## src/rtl/divsqrt_unpack.sv

```systemverilog
// Operand unpack and special-case resolution for the div/sqrt unit,
// registered behind a two-entry in-order skid buffer.
module divsqrt_unpack #(
  parameter int BIAS = 1023
) (
  input  logic        clk,
  input  logic        reset_n,
  input  logic        flush,
  input  logic        in_valid,
  output logic        in_ready,
  input  logic [63:0] Float1,
  input  logic [63:0] Float2b,
  input  logic        op_type,
  input  logic        P,
  output logic        out_valid,
  input  logic        out_ready,
  output logic        out_sign,
  output logic [12:0] out_exp,
  output logic [53:0] out_mant1,
  output logic [53:0] out_mant2,
  output logic [1:0]  out_class,
  output logic [1:0]  out_flags,
  output logic        out_op_type,
  output logic        out_P
);

  localparam logic [1:0] C_NORM = 2'd0;
  localparam logic [1:0] C_ZERO = 2'd1;
  localparam logic [1:0] C_INF  = 2'd2;
  localparam logic [1:0] C_NAN  = 2'd3;

  typedef struct packed {
    logic        sign;
    logic [12:0] exp;
    logic [53:0] m1;
    logic [53:0] m2;
    logic [1:0]  cls;
    logic [1:0]  flg;
    logic        op;
    logic        p;
  } ent_t;

  logic        s1, s2;
  logic [10:0] e1, e2;
  logic [51:0] f1, f2;
  logic        zero1, inf1, nan1;
  logic        zero2, inf2, nan2;
  logic [12:0] u;
  ent_t        nxt;

  assign s1 = Float1[63];
  assign e1 = Float1[62:52];
  assign f1 = Float1[51:0];
  assign s2 = Float2b[63];
  assign e2 = Float2b[62:52];
  assign f2 = Float2b[51:0];

  // Denormals are treated as zero.
  assign zero1 = (e1 == 11'd0);
  assign inf1  = (e1 == 11'h7ff) && (f1 == 52'd0);
  assign nan1  = (e1 == 11'h7ff) && (f1 != 52'd0);
  assign zero2 = (e2 == 11'd0);
  assign inf2  = (e2 == 11'h7ff) && (f2 == 52'd0);
  assign nan2  = (e2 == 11'h7ff) && (f2 != 52'd0);

  assign u = {2'b00, e1} - 13'(BIAS);

  always_comb begin
    nxt    = '0;
    nxt.op = op_type;
    nxt.p  = P;
    if (!op_type) begin
      nxt.sign = s1 ^ s2;
      nxt.exp  = {2'b00, e1} - {2'b00, e2} + 13'(BIAS);
      nxt.m1   = {2'b01, f1};
      nxt.m2   = {2'b01, f2};
      if (nan1 || nan2) begin
        nxt.cls = C_NAN;
      end else if ((zero1 && zero2) || (inf1 && inf2)) begin
        nxt.cls = C_NAN;
        nxt.flg = 2'b10;
      end else if (inf1 || zero2) begin
        nxt.cls = C_INF;
        nxt.flg = {1'b0, !inf1 && !zero1};
      end else if (zero1 || inf2) begin
        nxt.cls = C_ZERO;
      end
    end else begin
      nxt.sign = s1;
      // Halve the unbiased exponent with floor, folding an odd bit into the mantissa.
      nxt.exp  = {u[12], u[12:1]} + 13'(BIAS);
      nxt.m1   = u[0] ? {1'b1, f1, 1'b0} : {2'b01, f1};
      nxt.m2   = nxt.m1;
      if (nan1) begin
        nxt.cls = C_NAN;
      end else if (s1 && !zero1) begin
        nxt.cls = C_NAN;
        nxt.flg = 2'b10;
      end else if (zero1) begin
        nxt.cls = C_ZERO;
      end else if (inf1) begin
        nxt.cls = C_INF;
      end
    end
    if (nxt.cls != C_NORM) begin
      nxt.exp = '0;
      nxt.m1  = '0;
      nxt.m2  = '0;
    end
  end

  ent_t head, skid;
  logic head_v, skid_v;
  logic push, pop;

  assign in_ready = !skid_v;
  assign push     = in_valid && in_ready;
  assign pop      = head_v && out_ready;

  always_ff @(posedge clk or negedge reset_n) begin
    if (!reset_n) begin
      head_v <= 1'b0;
      skid_v <= 1'b0;
      head   <= '0;
      skid   <= '0;
    end else if (flush) begin
      head_v <= 1'b0;
      skid_v <= 1'b0;
    end else if (pop) begin
      if (skid_v) begin
        head   <= skid;
        skid_v <= 1'b0;
      end else if (push) begin
        head <= nxt;
      end else begin
        head_v <= 1'b0;
      end
    end else if (push) begin
      if (!head_v) begin
        head   <= nxt;
        head_v <= 1'b1;
      end else begin
        skid   <= nxt;
        skid_v <= 1'b1;
      end
    end
  end

  assign out_valid   = head_v;
  assign out_sign    = head.sign;
  assign out_exp     = head.exp;
  assign out_mant1   = head.m1;
  assign out_mant2   = head.m2;
  assign out_class   = head.cls;
  assign out_flags   = head.flg;
  assign out_op_type = head.op;
  assign out_P       = head.p;

endmodule

```

## config.mk

```make
export PLATFORM = sky130hd
export DESIGN_NAME = divsqrt_unpack
export DESIGN_NICKNAME = d
export VERILOG_FILES = /design/src/rtl/divsqrt_unpack.sv
export SDC_FILE = /design/constraint.sdc
export NUM_CORES = 1
export LEC_CHECK = 0
export ABC_CLOCK_PERIOD_IN_PS = 2300
export CORE_AREA = 3 3 204 206
export CTS_CLUSTER_SIZE = 20
export DETAILED_ROUTE_END_ITERATION = 8
export DIE_AREA = 0 0 207 209
export GPL_TIMING_DRIVEN = 0
export PLACE_DENSITY = 0.69
export SLEW_MARGIN = 20
export SYNTH_ARGS = -nofsm -noshare
export SYNTH_HDL_FRONTEND = slang
export SYNTH_SLANG_ARGS = --single-unit
```

## constraint.sdc

```tcl
create_clock -name clk -period 2.3 [get_ports clk]
set_input_delay 0.46 -clock clk [delete_from_list [all_inputs] [get_ports clk]]
set_output_delay 0.46 -clock clk [all_outputs]
set_load 0.02 [all_outputs]
```

---- Yosys cells after proc, flatten, opt, wreduce, memory -nomap -nowiden ----
Cells that the tools add are included.
operators by class
  reduce and logical (&&, ||, !) cells .... 32
  $add $sub $neg .......................... 4
  eq/ne operators ......................... 5
  mux-type cells .......................... 29
  bitwise logic cells ..................... 3
operators with widths
  operator                                                                 count
  128-bit two-way mux                                                      5
  126-bit two-way mux                                                      1
  121-bit two-way mux                                                      1
  52-bit zero test                                                         2
  52-bit nonzero test                                                      2
  54-bit two-way mux                                                       1
  11-bit equality test, second input constant                              2
  11-bit zero test                                                         2
  2-bit two-way mux                                                        9
  12-bit by 11-bit adder with 13-bit output, second input constant         1
  11-bit by 11-bit adder with 12-bit output, second input constant         1
  11-bit by 10-bit subtractor with 12-bit output, second input constant    1
  11-bit by 11-bit subtractor with 12-bit output                           1
  1-bit two-way mux                                                        11
  1-bit logical AND                                                        10
  4-bit AND reduction                                                      2
  3-bit inequality test, second input constant                             2
  2-bit nonzero test                                                       3
  3-bit nonzero test                                                       2
  1-bit logical OR                                                         4
  4-bit two-way mux                                                        1
  1-bit zero test                                                          3
  3-bit AND reduction                                                      1
  2-bit by 1-bit inequality test with 1-bit output, second input constant  1
  other kinds (3)                                                          4
word-level totals
  word-level logic and storage cells ...... 91
  output and inout bits ................... 130
  flip-flop bits (word level) ............. 258
  input port bits ......................... 135

---- Depth between registers and ports, before layout ----
  depth in word-level cells ............... 13
  gate-level depth with buffers ........... 14
  depth with buffers taken out ............ 13

---- Worst setup path after synthesis ----
OpenSTA, ideal clock, no wires.
  path type ............................... input to register
  from .................................... input port Float1[52]
  to ...................................... register skid[124] in the netlist's numbering
  setup slack ............................. -895 ps
  buffers on the path ..................... 1
  data required time ...................... 2,173 ps
  data arrival time ....................... 3,067 ps
  stages on the path ...................... 12
  cell sequence ........................... buf_2 > inv_1 > ha_1 > inv_1 > fa_1 > a21o_1 > a221oi_2 > a21oi_1 > a211o_2 > or4_1 > a31oi_1 > o21ai_1
between the ends
  word-level cells in the longest chain between the ends .. 9
ends and longest elaborated chain
  what                                                                                               RTL line  source
  start: declaration                                                                                 11        input logic [63:0] Float1,
  parallel branches: the longest is 6 deep, another holds 12-bit by 11-bit adder with 13-bit output  --
  126-bit two-way mux *                                                                              72        if (!op_type) begin
  2-bit nonzero test                                                                                 105       if (nxt.cls != C_NORM) begin
  121-bit two-way mux *                                                                              105
  end signal: assignment                                                                             143       skid <= nxt;
  end: declaration                                                                                   112       ent_t head, skid;
Mark *: on every way between the ends.
A chain may end at the register's enable or synchronous reset.

---- Final worst setup path ----
  from .................................... input port Float1[52]
  to ...................................... register head, in the netlist out_exp[10]
between the ends
  word-level cells in the longest chain between the ends .. 12
ends and longest elaborated chain
  what                                                                                               RTL line  source
  parallel branches: the longest is 6 deep, another holds 12-bit by 11-bit adder with 13-bit output  --
  126-bit two-way mux *                                                                              72
  2-bit nonzero test                                                                                 105
  121-bit two-way mux *                                                                              105
  128-bit two-way mux, on equally long branches                                                      139, 133
  128-bit two-way mux, on equally long branches                                                      138, 130
  128-bit two-way mux *                                                                              129       end else if (pop) begin
  end signal: assignment                                                                             131       head <= skid;
  end signal: assignment                                                                             134       head <= nxt;
  end signal: assignment                                                                             140       head <= nxt;
  end: declaration                                                                                   112
Mark *: on every way between the ends. The select of a mux whose other input is x is not followed.

==> metrics.cfg <==
[timing]
period_share_pct=117
maxSlewHeadroom_pct=39.2
report.final.slew_viol_count=0
worst_slew_pin_slew_ns=0.904
rsz0062_at_grt=true
fin_skew_ns=0.00956
whs_ns=0.353
tns_ns=-3.77
final.min_clock_period_ns=2.69
max_freq_mhz=372
finalHoldViolations=0
setup_viol=16
fin_ws_ns=-0.389

[run]
drv_cap=0

[worst_setup_path]
setup.worst_path.end_class=flop
crit_type=in2reg
slowest_delay_ns=0.50
crit_chain=buf_8 -> buf_12 -> clkinv_8 -> ha_4 -> inv_2 -> fa_2 -> a21o_1 -> a221oi_4 -> a21oi_2 -> a211o_2 -> or4_4 -> a31oi_4 -> o31ai_1
cp_slowest_cell=or4_4
crit_path_start_kind=primary input
crit_fanout=4
cp.arrival_ns=3.09
crit_required_ns=2.70

[clock_network]
clkSlewWorstSetupHoldPaths_ns=0.07
cts_buffers=27
htreeDepth=1
cts.sinks=254
cts_tree=yes
clock_path_buffers=3
cts_root_buf=clkbuf_16
clock_latency_ns=0.54

[synth]
synth_fp_nets=1789
yosys.area_share.simple_pct=17.7
yosysSeqAreaShare_pct=45.5
synth_top_family_by_area=compound AO/OA/AOI/OAI gates
synth.distinct_cells=58
synth-warning-count=0
avgSynthCellArea_sq_um=8.53
syn_area_sq_mm=0.0140
ys_ff_latch=254
netlist_instances=1638
synth.area.mux_share_pct=7.80
synth_compound_area_share_pct=20.9
synth_top_area_share_pct=45.5
synthArstFlopShare_pct=100
synth-edff-count=0
synthFlopType=dfrtp_1
yosys.area.top_type=dfrtp_1
synth_xor_area_share_pct=2.17
synth-adder-area-share_pct=1.49
synth_area_leaders=dfrtp_1 (45%), nand2_1 (8.9%), mux2i_1 (7.8%)

[final_layout]
syn2layout_area_growth_pct=37.7
layout.nets=2115
fillers=3778
layout-drive-gt1-share_pct=11.9
multi_input_area_sq_mm=0.00762
layout_commonest_cell=nand2_1
stdcell_count=2511
final_cell_mix=nand2_1 (326), dfrtp_1 (254), clkdlybuf4s50_1 (219), o21ai_0 (175), a21oi_1 (125)
regArea_sq_mm=0.00636
fin_area_sq_mm=0.0192

[floorplan]
core_area_sq_mm=0.0398
row_count=73
die_h_um=209
start_util_pct=35.1
die_area_sq_mm=0.0433
die_w_um=207
io_pins=265

[route]
initialDrtViolationCount=1099
routedWlPerCell_um=22.2
ant_nets=0
drtPass1Iterations=5
drc=0
vias=14200
viasPerCell=5.67
routed_wl_mm=55.8

[placement]
dp_hpwl_mm=41.9
post_dp_cell_area_sq_mm=0.0174
numPortBuffers=264
gp_congestion=0.948
placed_cells=2430

[run_status]
violations=setup timing
outcome=finished with violations

[power]
powerDensity_mw_per_mm2=744
ir_drop_uv=519
leakagePower_nw=8.60

[grt]
overflow=0
grt_use_total_pct=24.3
grt_pass1_wl_mm=83.0
antenna_found_initial=14
grt_pass1_vias=14000
grt_max_degree=92

[hold_path]
min_path_type=in2reg

through the flow:
step,utilization (%),total power [mW],setup WS (ns)
2_1_floorplan,-,7.98,-0.709
3_5_place_dp,43.8,10.0,-2.04
6_report,48.3,14.3,-0.389
5_1_grt,48.3,15.0,-0.475
3_3_place_gp,43.6,9.91,-10.17
4_1_cts,47.1,14.2,-0.375
report_power, final:
part | leakage [nW] | switching (mW) | internal, mW
Combinational | 4.94 | 2.43 | 1.88
Sequential | 3.28 | 0.566 | 5.38
Clock | 0.382 | 1.84 | 2.22
Total | 8.60 | 4.84 | 9.48
cell type report:
cell class | instances | area share [%]
Timing Repair Buffer | 304 | 15.9
Clock buffer | 38 | 3.83
Multi-Input combinational cell | 1224 | 39.6
Clock inverter | 9 | 0.273
Tap cell | 525 | 3.41
Sequential cell | 254 | 33.0
Inverter | 22 | 0.494
Antenna cell | 4 | 0.0520
Buffer | 131 | 3.41
metal layers:
| layer | vias to the layer above | global-route usage [%] | routed length, um |
|---|---|---|---|
| li1 | 6488 | - | - |
| met1 | 6969 | 31.0 | 22500 |
| met2 | 640 | 40.0 | 26200 |
| met3 | 124 | 6.97 | 5320 |
| met4 | 20 | 7.16 | 1640 |
| met5 | - | 0 | 128 |
sequential cells by signal, indices dropped and copies added (netlist names):
register     flops
out_class        2
out_op_type      1
out_flags        2
out_exp         13
out_mant2       52
out_valid        1
out_mant1       54
skid           126
out_sign         1
skid_v           1
out_P            1
path summary, 6_finish.rpt:
kind | end | slack, ns | depth (start not counted) | from
worst max-delay path | out_exp[10] | -0.39 | 13 | Float1[52]
worst min-delay path | skid[60] | 0.35 | 3 | Float1[0]
worst max register to register | skid[99] | 0.09 | 6 | skid_v
worst min register to register | skid[91] | 0.48 | 2 | skid[91]
max in group asynchronous | out_flags[0] | 1.11 | 3 | reset_n
min in group asynchronous | out_mant1[36] | 0.41 | 2 | reset_n
cells by family after synthesis:
logic type,Yosys count
XOR/XNOR,33
buffers and inverters,160
AO/OA/AOI/OAI,492
flip-flops,254
adder cells (fa/ha/maj),16
multiplexers,109
AND/OR/NAND/NOR,574
timing repair:
item / CTS / global route
endpoints found under the hold margin: 39 / 0
resized for setup: 141 / 120
pin swaps: 30 / 25
setup buffers: 23 / 14
setup endpoints to repair: 252 / 190
hold buffers: 1 / 0
worst max-delay path, delay by kind of cell:
family	cells	cell delay, ns
AO/OA/AOI/OAI	6	1.35
buffers and inverters	4	0.30
AND/OR/NAND/NOR	1	0.50
adder cells (fa/ha/maj)	2	0.48
synth_stat cells (all sizes together), types with 2 or more instances:
library cell	instances
and2	4
o211ai	53
nand2b	3
o31ai	61
nand2	330
dfrtp	254
or4	2
nor2b	4
xnor2	26
o2111ai	4
a21oi	134
nor3	71
ha	15
o211a	2
o21ai	188
inv	22
o2bb2ai	2
nand3b	2
and4	4
a31oi	7
nand4	10
or3	3
a211oi	7
o21a	5
a21o	6
and3	12
a211o	3
a221oi	2
nor2	81
a2111oi	5
nor4	34
nand3	12
o21bai	3
mux2i	109
buf	39
clkbuf	99
xor2	6
No activity file was read; power rests on OpenSTA's default activity.
